`src/rtl/imem_boot_loader.sv`:
```
// Boot loader: receives a length-prefixed, XOR-checksummed byte stream, writes
// little-endian words into instruction memory and releases core reset once verified.
module imem_boot_loader #(
  parameter int unsigned DEPTH_WORDS = 64,
  parameter int unsigned TIMEOUT     = 50000
) (
  input  logic        clk,
  input  logic        rst,
  input  logic        start,
  input  logic [7:0]  in_data,
  input  logic        in_valid,
  output logic        in_ready,
  output logic        im_we,
  output logic [31:0] im_addr,
  output logic [31:0] im_wd,
  output logic        core_rst,
  output logic        load_done,
  output logic        load_err,
  output logic [15:0] words_loaded,
  output logic [2:0]  o_dbg_state
);

  localparam logic [2:0] S_LEN0 = 3'd0;
  localparam logic [2:0] S_LEN1 = 3'd1;
  localparam logic [2:0] S_DATA = 3'd2;
  localparam logic [2:0] S_CSUM = 3'd3;
  localparam logic [2:0] S_DONE = 3'd4;
  localparam logic [2:0] S_ERR  = 3'd5;

  // Byte transfer handshake: a byte moves on any posedge where in_valid && in_ready.
  // in_ready depends only on state, never on in_valid.
  logic [2:0]  r_state;
  logic [7:0]  r_len_lo;
  logic [15:0] r_len;
  logic [7:0]  r_xor;
  logic [1:0]  r_bcnt;
  logic [23:0] r_asm;
  logic [31:0] r_wd;
  logic        r_we;
  logic [15:0] r_words_loaded;
  logic [31:0] r_tcnt;

  logic        w_accept;
  logic        w_counting;
  logic        w_timeout;
  logic [15:0] w_len;
  logic [31:0] w_tnext;

  assign in_ready     = (r_state == S_LEN0) || (r_state == S_LEN1) ||
                        (r_state == S_DATA) || (r_state == S_CSUM);
  assign w_accept     = in_valid && in_ready;
  assign w_len        = {in_data, r_len_lo};
  assign w_counting   = (r_state == S_LEN1) || (r_state == S_DATA) || (r_state == S_CSUM);
  assign w_tnext      = r_tcnt + 32'd1;
  // An accepted byte in the expiring cycle takes priority over the timeout.
  assign w_timeout    = (TIMEOUT != 0) && w_counting && !w_accept && (w_tnext == TIMEOUT);

  assign im_we        = r_we;
  assign im_addr      = {14'd0, r_words_loaded, 2'b00};
  assign im_wd        = r_wd;
  assign core_rst     = (r_state != S_DONE);
  assign load_done    = (r_state == S_DONE);
  assign load_err     = (r_state == S_ERR);
  assign words_loaded = r_words_loaded;
  assign o_dbg_state  = r_state;

  always_ff @(posedge clk) begin
    if (rst) begin
      r_state        <= S_LEN0;
      r_len_lo       <= 8'd0;
      r_len          <= 16'd0;
      r_xor          <= 8'd0;
      r_bcnt         <= 2'd0;
      r_asm          <= 24'd0;
      r_wd           <= 32'd0;
      r_we           <= 1'b0;
      r_words_loaded <= 16'd0;
      r_tcnt         <= 32'd0;
    end else begin
      r_we <= 1'b0;
      if (r_we) r_words_loaded <= r_words_loaded + 16'd1;
      if (w_accept) r_xor <= r_xor ^ in_data;
      if (w_accept || !w_counting) r_tcnt <= 32'd0;
      else                         r_tcnt <= w_tnext;

      case (r_state)
        S_LEN0: begin
          if (w_accept) begin
            r_len_lo <= in_data;
            r_state  <= S_LEN1;
          end
        end
        S_LEN1: begin
          if (w_accept) begin
            r_len <= w_len;
            if ({16'd0, w_len} > DEPTH_WORDS) r_state <= S_ERR;
            else if (w_len == 16'd0)          r_state <= S_CSUM;
            else                              r_state <= S_DATA;
          end else if (w_timeout) begin
            r_state <= S_ERR;
          end
        end
        S_DATA: begin
          if (w_accept) begin
            r_bcnt <= r_bcnt + 2'd1;
            case (r_bcnt)
              2'd0: r_asm[7:0]   <= in_data;
              2'd1: r_asm[15:8]  <= in_data;
              2'd2: r_asm[23:16] <= in_data;
              default: begin
                // Previous word's pulse has always retired by now, so
                // r_words_loaded is the index of the word just completed.
                r_wd <= {in_data, r_asm};
                r_we <= 1'b1;
                if (r_words_loaded == 16'(r_len - 16'd1)) r_state <= S_CSUM;
              end
            endcase
          end else if (w_timeout) begin
            r_state <= S_ERR;
          end
        end
        S_CSUM: begin
          if (w_accept)       r_state <= (in_data == r_xor) ? S_DONE : S_ERR;
          else if (w_timeout) r_state <= S_ERR;
        end
        S_DONE, S_ERR: begin
          if (start) begin
            r_state        <= S_LEN0;
            r_words_loaded <= 16'd0;
            r_xor          <= 8'd0;
            r_bcnt         <= 2'd0;
            r_tcnt         <= 32'd0;
          end
        end
        default: r_state <= S_LEN0;
      endcase
    end
  end

endmodule
```
`config.mk`:
```
export PLATFORM = sky130hd
export DESIGN_NAME = imem_boot_loader
export DESIGN_NICKNAME = d
export VERILOG_FILES = /design/src/rtl/imem_boot_loader.sv
export SDC_FILE = /design/constraint.sdc
export NUM_CORES = 1
export LEC_CHECK = 0
export ABC_AREA = 1
export ABC_CLOCK_PERIOD_IN_PS = 2700
export CAP_MARGIN = 0
export CORE_MARGIN = 4
export CORE_UTILIZATION = 55
export DETAILED_ROUTE_END_ITERATION = 8
export PLACE_DENSITY = 0.81
export SKIP_LAST_GASP = 1
export SYNTH_ARGS = -nofsm -noshare
export SYNTH_HDL_FRONTEND = slang
export SYNTH_SLANG_ARGS = --single-unit
```
`constraint.sdc`:
```
create_clock -name clk -period 2.7 [get_ports clk]
set_input_delay 0.81 -clock clk [delete_from_list [all_inputs] [get_ports clk]]
set_output_delay 0.81 -clock clk [all_outputs]
set_load 0.005 [all_outputs]
```
### Word level (Yosys, flattened, before mapping)

Cells that the tools add are included.

* magnitude comparators: 1
* bitwise gates (word level): 4
* reductions and logical operators: 26
* equal/unequal tests: 16
* multiplexer cells: 25
* $add $sub $neg: 4

Operator list (count)
* $mux W32: 3
* $mux W16: 3
* $add A32 B1 Y32 const B: 1
* $eq A32 B16 Y1 const B: 1
* $mux W3: 9
* $mux W8: 3
* $add A16 B1 Y16 const B: 1
* $eq A16 B16 Y1: 1
* $gt A16 B7 Y1 const B: 1
* $logic_not A16 Y1: 1
* $sub A16 B1 Y16 const B: 1
* $pmux W3 S5: 1
* $reduce_and A3 Y1: 5
* $eq A8 B8 Y1: 1
* $xor A8 B8 Y8: 1
* $eq A3 B2 Y1 const B: 2
* $eq A3 B3 Y1 const B: 2
* $logic_or A1 B1 Y1: 6
* $ne A2 B2 Y1 const B: 3
* $ne A3 B3 Y1 const B: 2
* $reduce_or A3 Y1: 2
* $mux W2: 2
* $pmux W2 S2: 1
* $reduce_and A2 Y1: 2
* other kinds (14): 21

* logic and storage cells: 88
* input port bits: 12
* output and inout port bits: 88
* bits in registers: 142

### Longest topological paths before layout

Gate-level depths: netlist (run 1).

* depth after elaboration: 11
* mapped depth: 18
* depth with buffers taken out: 18

### Worst setup path after synthesis (run 1)

Ideal clock, no wire load.

* kind: input to register
* start point: in in_valid
* end point: reg r_wd[10] (netlist: im_wd[10])
* path slack: 788 ps
* library setup time: 116 ps
* arrival time: 1796 ps
* required time: 2584 ps
* buffers on the path: 2
* stages: 9
* cell sequence: nand2_2 -> inv_1 -> nand2_1 -> inv_2 -> nand2_1 -> clkbuf_2 -> buf_2 -> o21ai_0 -> nor2_1

* longest elaborated chain between the ends: 2

RTL lines
* start: declaration: line 11 `input logic in_valid,`
* $logic_and A1 B1 Y1: line 51 `assign w_accept = in_valid && in_ready;`
* $reduce_and A3 Y1 (no line)
* end signal: assignment: line 113 `r_wd <= {in_data, r_asm};`
* end: declaration: line 38 `logic [31:0] r_wd;`

No other way between the ends.
A chain may end at the register's enable or synchronous reset.

### Final worst setup path (run 1)

* start point: reg r_state[0] (netlist: o_dbg_state[0])
* end point: out load_err

* longest elaborated chain between the ends: 1

RTL lines
* start: declaration: line 32 `logic [2:0] r_state;`
* start signal: assignment: line 123 `if (w_accept) r_state <= (in_data == r_xor) ? S_DONE : S_ERR;`
* $eq A3 B3 Y1: line 63 `assign load_err = (r_state == S_ERR);`
* end: declaration: line 18 `output logic load_err,`

No other way between the ends.

==> summary by stage, run 1 <==
Pwr
The cell-internal power is about 3.8 mW. Overall power consumption after layout is estimated at 5.09 mW. The share of total power dissipated in sequential elements is 0.430.

The clock power share is 0.465. The share of total power dissipated in combinational logic is 0.105. The power density of the placed cells is just under 600 nW/µm². The switching share of power is 0.258.

IR analysis of the VDD net gives a maximum drop of ~0.00036 V. The net switching component of the power is 1.31 mW. The static leakage is 3.35 nW.

Timing
The final hold violation count is 0. The worst setup skew after layout is about 6.3 ps. Setup repair after global routing left no endpoint under its margin. The number of failing setup endpoints in the final timing report is 0. The slew of the pin with the lowest slew margin is 546 ps. The tightest slew margin relative to the limit is 0.635. For the finished layout, the period the worst path requires is around 2600 ps. Derived from the worst setup path, the maximum achievable clock frequency is 388 MHz. The share of the cycle needed by the critical path after routing is 0.954.

The max-slew violation count was 0.

Worst setup path
At the worst endpoint, the arrival time is between 1500 and 2000 ps. The data required time at the worst endpoint is 1890 ps. The type of destination of the critical path is an output pin. In this run the worst path has a maximum fanout of 6. The worst setup path is launched from a register.

The worst setup path is of the register to output pin kind.

Clock network
Once the clock tree was built, the setup fixing pass inserted 0 buffers. The number of clock sinks is ~140. The TritonCTS clock tree is done. The cell sitting at the root of the clock tree is a clkbuf_16. The number of hold buffers added after cts is 0. The maximum level of the CTS H-tree is 4. After clock tree synthesis, the clock-pin slew on the worst setup and hold paths is 60 ps. The insertion delay to the later sink of the worst-skew pair is roughly 430 ps.

The number of clock buffers added by TritonCTS is 17. The clock passes through at most 2 buffers.

Layout
The count of fill cells added during filler insertion is roughly 1100. The core occupancy in the finished layout is 0.680. The final-stage net count is 1147. From synthesis to final layout, the design area changed by 21.1%.

The fraction of layout cells with a size suffix above 1 is 0.0746. The number of antenna repair diodes is 0.

Floorplanning
The die outline area is 14800 µm². The area of the core region is approximately 13000 µm². For this configuration, the core starts out at a cell density of 0.561. The floorplan has 41 rows. In this run the horizontal extent of the chip is 121 µm.

The die height is 121 µm. For this design the top-level I/O count stands at 100.

GRT
The via count of the first global-routing pass is 6282. Across every metal layer, demand over resource in global routing totals 0.248. The total overflow left after global routing is 0.

The first-pass GRT wire length is 29.6 mm. The largest net degree at the start of global routing is 60. The initial antenna violation count is 0.

Place
After legalization and detailed placement, the total HPWL measured 12.7 mm. The routability congestion estimate from global placement is approximately 0.85. The count of buffers added on input and output ports is 83.

Drt
The post-detailed-route DRC marker count is 0. Once detail routing completed, the nets flagged for antenna violations numbered 0. The violation count after the first detailed-routing iteration is 591. The final layout contains routed wiring with a total length of 17.8 mm. Before antenna repair, the detailed router went through 5 iterations. The via total after detailed routing is between 6000 and 7000. Dividing the detail-routed wire length by the instance count gives 13.6 µm.

The detail-routed via count per cell is between 5 and 6.

Logic synthesis
A synthesized cell averages between 6 and 7 µm². The synthesized cell area is 7080 µm². The number of synthesized register bits is approximately 140.

Counting every instance in the synthesized netlist gives 1053. The sequential fraction of the synthesis area is 0.401. The distinct cell type count of the synthesized netlist is 39.

The number of synthesis warnings is 0.

Worst hold path
In this run the worst hold path is classified as register to register.

Status
The flow ran to the end, and the final reports show no timing, DRC or antenna violations.

Flow run
Across the run, the number of max-cap violations was 0.
==> layout make-up <==
| cell class | count | area, µm² | area share |
|---|---|---|---|
| multi-input cells | 776 | 3610 | 0.421 |
| flip-flops and latches | 142 | 2840 | 0.332 |
| repair buffers | 104 | 988 | 0.115 |
| clock buffers | 20 | 467 | 0.0544 |
| inverters | 86 | 323 | 0.0376 |
| well taps | 172 | 215 | 0.0251 |
| clock inverters | 11 | 131 | 0.0153 |
==> kinds of logic (layout without fill, tap and decap cells) <==
kind of cell    Yosys count  count (layout)  synth area share
other cells               1              16          0.000529
buf+inv                 150             221            0.0977
flops                   142             142             0.401
simple gates            566             566             0.335
xor+xnor                 27              27            0.0334
compound gates          159             159             0.118
fa+ha+maj                 8               8            0.0141
==> power by group through the flow <==
stage	registers, mW	logic, mW	clock network, mW
after floorplan	2.22	0.397	0
after global routing	2.19	0.613	2.48
after CTS	2.19	0.524	2.38
after global placement	2.23	0.505	0
final	2.19	0.533	2.36
after detailed placement	2.23	0.513	0
==> through the flow <==
| step | hold slack (ps) | setup TNS (ps) | worst slack, ps | area [µm²] | instances |
|---|---|---|---|---|---|
| 3_3_place_gp | 446 | -140 | -86.7 | 7980 | 1280 |
| 6_report | 458 | 0 | 124 | 8580 | 1311 |
| 3_5_place_dp | 449 | -189 | -105 | 7980 | 1280 |
| 2_1_floorplan | 430 | 0 | 788 | 7140 | 1068 |
| 5_1_grt | 481 | 0 | 33.8 | 8580 | 1311 |
| 4_1_cts | 458 | 0 | 37.4 | 8570 | 1311 |
==> metal layers <==
| layer | vias to the layer above | GRT usage | part of all wire |
|---|---|---|---|
| met5 | - | 0 | 0 |
| met4 | 0 | 0.0952 | 0.024 |
| met3 | 38 | 0.0490 | 0.068 |
| met2 | 260 | 0.395 | 0.47 |
| met1 | 3130 | 0.334 | 0.44 |
| li1 | 3460 | - | - |
==> final timing paths <==
check                               startpoint              to  slack (ps)  cells after the start
worst min-delay path                  r_asm[1]        r_asm[1]         460                      2
worst max register to register        r_len[0]  o_dbg_state[1]         450                     16
worst max-delay path            o_dbg_state[0]        load_err         120                      5
worst min register to register        r_asm[1]        r_asm[1]         460                      2
==> critical path: stages, from the launching register on <==
cell and delay, ps:
dfxtp_2 390, inv_1 120, nor2_1 100, inv_1 100, nor2_1 120, clkdlybuf4s50_1 520
==> Yosys cell counts (all sizes together) <==
| cell | n | area, µm² |
|---|---|---|
| a211oi | 7 | 52.6 |
| a21oi | 74 | 378 |
| a22oi | 1 | 7.51 |
| and2 | 1 | 6.26 |
| and3 | 2 | 12.5 |
| buf | 39 | 274 |
| clkbuf | 25 | 95.1 |
| clkinv | 1 | 3.75 |
| conb | 1 | 3.75 |
| dfxtp | 142 | 2840 |
| ha | 8 | 100 |
| inv | 85 | 319 |
| nand2 | 255 | 977 |
| nand3 | 50 | 255 |
| nand3b | 13 | 97.6 |
| nand4 | 7 | 43.8 |
| nor2 | 220 | 866 |
| nor3 | 14 | 90.1 |
| nor3b | 1 | 7.51 |
| nor4 | 1 | 6.26 |
| o21ai | 73 | 365 |
| o21bai | 2 | 15.0 |
| o311ai | 1 | 8.76 |
| o31ai | 1 | 7.51 |
| or2 | 2 | 12.5 |
| xnor2 | 13 | 114 |
| xor2 | 14 | 123 |
==> state kept, by name (all words and copies together), names as in the netlist <==
name / flops
im_wd: 32
im_we: 1
o_dbg_state: 3
r_asm: 24
r_bcnt: 2
r_len: 16
r_len_lo: 8
r_tcnt: 32
r_xor: 8
words_loaded: 16
==> layout by cell type (no fill, tap or decap), drive strengths merged <==
master,synthesis,layout
nor4,1,1
buf,39,21
nor3b,1,1
clkbuf,25,20
clkdlybuf4s50,0,83
a22oi,1,1
nand4,7,7
o21bai,2,2
a21oi,74,74
o31ai,1,1
xor2,14,14
xnor2,13,13
nor2,220,220
conb,1,16
nor3,14,14
or2,2,2
nand3b,13,13
and3,2,2
bufinv,0,2
o21ai,73,73
ha,8,8
a211oi,7,7
clkinv,1,4
dfxtp,142,142
nand2,255,255
and2,1,1
nand3,50,50
clkinvlp,0,3
o311ai,1,1
inv,85,88
==> timing repair <==
item | 4_1_cts | 5_1_grt
setup endpoints to repair | 0 | 2
hold endpoints to repair | 0 | 0
resized for setup | 0 | 2
(Power assumes the default switching activity.)
==> inputs of run 2 (changes only) <==
--- a/config.mk
+++ b/config.mk
@@ -8,10 +8,11 @@
 export ABC_AREA = 1
 export ABC_CLOCK_PERIOD_IN_PS = 2700
 export CAP_MARGIN = 0
+export CORE_ASPECT_RATIO = 1.1
 export CORE_MARGIN = 4
-export CORE_UTILIZATION = 55
+export CORE_UTILIZATION = 59
 export DETAILED_ROUTE_END_ITERATION = 8
-export PLACE_DENSITY = 0.81
+export PLACE_DENSITY = 0.86
 export SKIP_LAST_GASP = 1
 export SYNTH_ARGS = -nofsm -noshare
 export SYNTH_HDL_FRONTEND = slang
==> run 2 against run 1 <==
Global-route usage grew 1.7 points. First-iteration DRC count grew 2.7%. Sequential cell count is the same. Largest cell class unchanged. Highest routed layer unchanged.
==> summary by stage, run 2 (synthesis gave the netlist of run 1 again) <==
Worst hold path
The kind of path behind the tightest hold check is register to register.

Worst setup path
The cell with the largest stage delay on the worst path is clkdlybuf4s50_1. The launching point of the worst reg2reg path is r_tcnt[0]. The data required time at the worst endpoint is approximately 1900 ps. The minimum setup slack among reg-to-reg paths is 380 ps. The type of destination of the critical path is an output pin.

The worst setup path startpoint is o_dbg_state[0]. For the worst setup path, the data arrival time is 1810 ps. Among cell families on the critical path, the largest total delay comes from buffers and inverters.

The reg-to-reg endpoint is o_dbg_state[1]. The critical path depth is 5. Traced cell by cell, the critical path runs through inv_1 -> nor2_1 -> inv_2 -> nor2_2 -> clkdlybuf4s50_1. The cell depth of the worst flop-to-flop path is 16.

The worst setup path is launched from a register. In this design, the stage delay of the slowest critical-path cell is 520 ps. Of all nets on the critical path, the largest fanout is 6. The category of the most critical setup path is register to output pin. The buffering stage count on the worst path with inverters included is 3.

The most critical setup path has its endpoint at load_err.

Drt
The pre-antenna-repair detailed-routing pass consisted of 5 iterations. For this run, design rule violations remaining after detail routing come to 0. The via total after detailed routing is 6906. For this block, the initial DRC count from the detailed router was 607. After detailed routing, the average wire length per cell comes to 14.1 µm.

The count of nets left with antenna violations after detail routing is 0. The detail-routed via count per cell is 5.35. The final wirelength is between 15 and 20 mm.

Layout
In the final layout, the multi-input gates occupy 3610 µm². After the flow finishes, the layout carries non-filler instances totaling ~1300. Summing all flip-flop and latch instances after layout gives 2840 µm². In the final layout, the share of cells above drive strength 1 is 0.0771. The final-stage net count is 1148. After filler insertion, the fill cell instance count of the layout stands at 917. The most frequent standard cell in the layout excluding fill and tap cells is nand2_1. In the layout the commonest cells are nand2_1 (247), nor2_1 (209), dfxtp_1 (141), clkdlybuf4s50_1 (83), inv_1 (79). The number of antenna diodes in the final layout is 0.

Relative to the synthesized area, the layout overhead comes to 20.7%.

Timing
After routing, the total negative slack on setup checks comes to 0 ps. The final hold violation count is 0. Timing would allow up to 382 MHz. Clock skew on the completed layout was measured at 9.00 ps. The worst pin sits at a relative slew slack of 0.639. The minimum clock period after layout is roughly 2600 ps. In the finished design, the share of the clock period the worst path needs comes to 0.969.

At the pin with the least slew margin, the transition time is 540 ps. Setup repair after global routing left no endpoint under its margin. The number of failing setup endpoints in the final timing report is 0. The max-slew violation count came to 0.

GRT
The global-route total usage across every layer is 0.266. The first global-routing pass estimated around 30 mm of wire. The largest net degree at the start of global routing is 37. For this run the aggregate overflow at the end of global routing stands at 0. The via count of the first global-routing pass is 6421. The initial antenna violation count is 0.

Pwr
In this run the static leakage power is approximately 3.4 nW. Of the total power, combinational logic draws 0.109. The cell-internal power is between 3 and 4 mW. Of the total power, the share spent switching nets is 0.275. The share of total power dissipated in sequential elements is 0.436. The clock power share is 0.455. VDD sags by at most 0.000330 V. The net switching component of the power is 1.38 mW. The power density of the placed cells is 587 nW/µm².

Place
Summed over all nets, the half-perimeter wirelength after detailed placement is 13.3 mm. The count of port buffers added during placement is 83. Including well taps, the total number of placed cells is 1259. The routability congestion estimate from global placement is just under 1.

Floorplanning
Measured along the y axis, the die boundary spans approximately 120 µm. The starting density of the core is 0.611. Pin placement for this block handled 100 I/O pins. The number of standard-cell rows in the floorplan is 41. The total area inside the core boundary comes to 11600 µm². In this run the horizontal extent of the chip is 112 µm. The die outline area is ~14000 µm².

Clock network
The number of clock sinks is 142. The number of clock buffers added by TritonCTS is 17. After clock tree synthesis, the setup repair step added 0 buffers. The cell at the root of the clock tree is clkbuf_16. CTS built an H-tree with a depth of 4. The number of hold buffers added after CTS was 0. Counting along the longest clock path gives a buffer depth of 2. The clock transition at the registers of the reported paths is approximately 60 ps. The insertion delay to the later sink of the worst-skew pair is 420 ps. The TritonCTS clock tree is done.

Status
The flow ran to the end, and the final reports show no timing, DRC or antenna violations.

Flow run
The max-capacitance violation count is 0.
==> run 2: cell types whose count changed in the layout (fill, tap and decap cells not counted) <==
| cell | before | now |
|---|---|---|
| bufinv_16 | 2 | 1 |
| inv_1 | 80 | 79 |
| buf_12 | 0 | 1 |
| clkbuf_8 | 3 | 0 |
| inv_6 | 3 | 6 |
| inv_8 | 0 | 3 |
| inv_2 | 5 | 6 |
| clkinv_2 | 1 | 2 |
| clkinvlp_4 | 3 | 1 |
==> run 2: final cells by class <==
class	instances	area share
Tap cell	150	0.0220
Clock buffer	17	0.0498
Multi-Input combinational cell	776	0.422
Timing Repair Buffer	105	0.118
Sequential cell	142	0.333
Clock inverter	15	0.0177
Inverter	86	0.0378
==> run 2: layer usage <==
| metal | track usage | vias to the layer above | wire length [µm] |
|---|---|---|---|
| li1 | - | 3458 | - |
| met2 | 0.472 | 267 | 9340 |
| met4 | 0.139 | 0 | 849 |
| met3 | 0.0504 | 68 | 1030 |
| met5 | 0 | - | 0 |
| met1 | 0.304 | 3113 | 7040 |
==> run 2: tightest hold or removal path: stages (launching register included) <==
cell	delay [ps]
dfxtp_1	310
nand2_1	60
a21oi_1	50
==> run 2: how the worst min path moves through the flow <==
stage,startpoint,to,slack [ps],cells past startpoint
2_1_floorplan,r_asm[15],im_wd[15],430,2
3_3_place_gp,r_asm[15],r_asm[15],440,2
3_5_place_dp,r_asm[15],r_asm[15],450,2
4_1_cts,r_asm[4],r_asm[4],460,2
5_1_grt,r_asm[8],r_asm[8],480,2
6_report,r_asm[6],r_asm[6],460,2
==> run 2: what timing repair did <==
item                       in CTS  in global routing
gates cloned                    0                  0
pin swaps                       0                  0
gates resized for setup         1                  2
setup endpoints to repair       1                  1
==> run 2: power groups by stage <==
stage / sequential, mW / clock [mW] / combinational (mW)
final: 2.19 / 2.28 / 0.546
after global routing: 2.19 / 2.42 / 0.614
after CTS: 2.19 / 2.31 / 0.534
after detailed placement: 2.23 / 0 / 0.520
after global placement: 2.23 / 0 / 0.504
after floorplan: 2.22 / 0 / 0.397
==> run 2: metrics by stage <==
| step | hold WS, ps | utilization | area, µm² | worst slack, ps | total power [mW] |
|---|---|---|---|---|---|
| after floorplan | 430 | - | 7140 | 788 | 2.62 |
| after global placement | 445 | 0.687 | 7970 | 43.3 | 2.74 |
| after detailed placement | 446 | 0.687 | 7970 | 21.2 | 2.75 |
| after CTS | 460 | 0.737 | 8550 | 54.1 | 5.03 |
| after global routing | 476 | 0.737 | 8550 | 5.26 | 5.22 |
| final | 460 | 0.737 | 8550 | 83.6 | 5.02 |
==> inputs of run 3 (changes only) <==
--- a/config.mk
+++ b/config.mk
@@ -10,9 +10,9 @@
 export CAP_MARGIN = 0
 export CORE_ASPECT_RATIO = 1.1
 export CORE_MARGIN = 4
-export CORE_UTILIZATION = 59
+export CORE_UTILIZATION = 45
 export DETAILED_ROUTE_END_ITERATION = 8
-export PLACE_DENSITY = 0.86
+export PLACE_DENSITY = 0.69
 export SKIP_LAST_GASP = 1
 export SYNTH_ARGS = -nofsm -noshare
 export SYNTH_HDL_FRONTEND = slang
==> run 3 against run 2 <==
Register-to-register slack about the same. Clock power up 4%. Sequential cell count unchanged. Count of clock-buffer cells in the layout up 1. Cell count up 3.4%. Sequential power about the same.
==> summary by stage, run 3 (synthesis gave the netlist of run 1 again) <==
Worst setup path
The data required time at the worst endpoint is 1890 ps. The worst setup path is launched from a register. In this run the worst path has a maximum fanout of 6. The worst register-to-register path begins at r_len[0]. The endpoint arrival time on the critical path is 1820 ps.

The critical path starts at o_dbg_state[0]. The type of destination of the critical path is an output pin. The critical path is of the register to output pin type.

Timing
The worst path needs 2630 ps of the cycle, external delays included. The max-slew violation count came to 0. The post-route worst setup slack is approximately 70 ps.

At the pin with the least slew margin, the transition time is 587 ps. The tightest slew margin relative to the limit is 0.607. The worst setup skew after layout is 7.91 ps. The final hold violation count is 0.

Setup repair after global routing left no endpoint under its margin. The share of the cycle needed by the critical path after routing is 0.974. Static timing analysis puts the maximum clock frequency at 380 MHz. The number of failing setup endpoints in the final timing report is 0. The total negative slack is 0 ps. Across all hold checks on the routed design, the worst slack comes to between 400 and 500 ps.

Clock network
The clock buffer count from CTS is 17. The TritonCTS clock tree is done. The clock net in this run drives a total of 142 sinks. The cell at the root of the clock tree is clkbuf_16.

The insertion delay to the later sink of the worst-skew pair is 420 ps. The clock transition at the registers of the reported paths is 60 ps. The maximum clock insertion buffer count is 2. The H-tree generated during clock tree synthesis spans 4 levels.

Floorplanning
The starting density of the core is 0.465. In this run the count of I/O pins placed on the die edge is 100. The die width is 128 µm. The number of standard-cell rows in the floorplan is 47. The die outline area is between 15000 and 20000 µm². The core region is 15200 µm². From bottom edge to top edge, the die measures 140 µm.

Place
Prior to clock tree synthesis, the placed netlist has a worst setup slack of -69.4 ps. The count of port buffers added during placement is 83. The placement-stage cell area is 8010 µm². The number of placed instances with taps included is 1304. The final HPWL from detailed placement is around 13 mm.

The routability congestion estimate from global placement is 0.953.

Status
The flow ran to the end, and the final reports show no timing, DRC or antenna violations.

Drt
The met2 wire length is 8.47 mm. For this block, wires on met1 add up to 7.95 mm. For this run, design rule violations remaining after detail routing come to 0. The final wirelength is 17.8 mm. The count of nets left with antenna violations once routing finished came out at 0. After detailed routing, the met3 layer carries 811 µm of wire. The first-pass detailed-route iteration total is 5.

The via total after detailed routing is around 6600. The uppermost signal routing layer after detailed routing is met4. For this block, the initial DRC count from the detailed router was between 300 and 400. The detail-routed via count per cell is approximately 5. The routed wirelength normalized by instance count is 13.3 µm.

Pwr
Summed over all cells, the static leakage comes to between 3 and 4 nW. The worst-case IR drop observed on VDD is approximately 0.00043 V. The power density of the placed cells is 589 nW/µm². Power comes to 5.07 mW.

Worst hold path
The worst hold path startpoint is r_asm[23]. The worst hold path belongs to the class register to register.

Layout
The finished layout holds roughly 1300 standard cells, fillers aside. At the end of the flow the core is filled with cells to 0.565. Of the cells placed in the final design, the portion with a size suffix greater than 1 is 0.0746. Leaving out fill and tap cells, the most frequent cells in the layout are nand2_1 (247), nor2_1 (210), dfxtp_1 (140), clkdlybuf4s50_1 (83), inv_1 (80). After routing the design area is between 8000 and 9000 µm². The area growth from synthesis to layout is 21.4%. The final-stage net count is approximately 1100. Fill cells in the final layout number around 1500. 0 antenna diodes ended up in the layout. Leaving out fill and tap cells, the most frequent cell in the layout is nand2_1.

GRT
The initial antenna violation count is 0. For this run the aggregate overflow at the end of global routing stands at 0. Entering global routing, the biggest net connects 37 pins. The via count of the first global-routing pass came to 5996. The global-route total usage across every layer is 0.202. The first-pass GRT wire length is between 20 and 30 mm.

Flow run
Across the run, the number of max-cap violations was 0.
run 3: final timing paths:
check | cells after the start | slack [ps] | to
max | 5 | 70 | load_err
min | 2 | 460 | im_wd[23]
max reg2reg | 16 | 370 | o_dbg_state[1]
min reg2reg | 2 | 460 | im_wd[23]
run 3: worst max-delay path, stage by stage, from the launching register on:
cell and delay, ps:
dfxtp_2 410, inv_1 120, nor2_1 100, inv_1 120
nor2_1 130, clkdlybuf4s50_1 520
run 3: per-layer routing:
metal / up-vias / global-route usage
li1: 3470 / -
met1: 2955 / 0.256
met2: 152 / 0.333
met3: 34 / 0.0429
met4: 0 / 0.0844
met5: - / 0
run 3: cell type report:
type	count	area [µm²]	share of cell area
Clock inverter	13	153	0.0178
Clock buffer	18	439	0.0511
Sequential cell	142	2850	0.331
Inverter	86	323	0.0375
Multi-Input combinational cell	776	3610	0.419
Tap cell	196	245	0.0285
Timing Repair Buffer	104	988	0.115
run 3: power by group:
group | total [mW] | switching [mW] | internal [mW]
combinational | 0.522 | 0.329 | 0.193
sequential | 2.19 | 0.0443 | 2.14
clock | 2.36 | 0.958 | 1.40
run 3: timing repair:
action / 4_1_cts / 5_1_grt
cloned: 0 / 0
resized for setup: 1 / 1
hold buffers: 0 / 0
setup buffers: 0 / 0
endpoints found under the setup margin: 1 / 2
endpoints found under the hold margin: 0 / 0
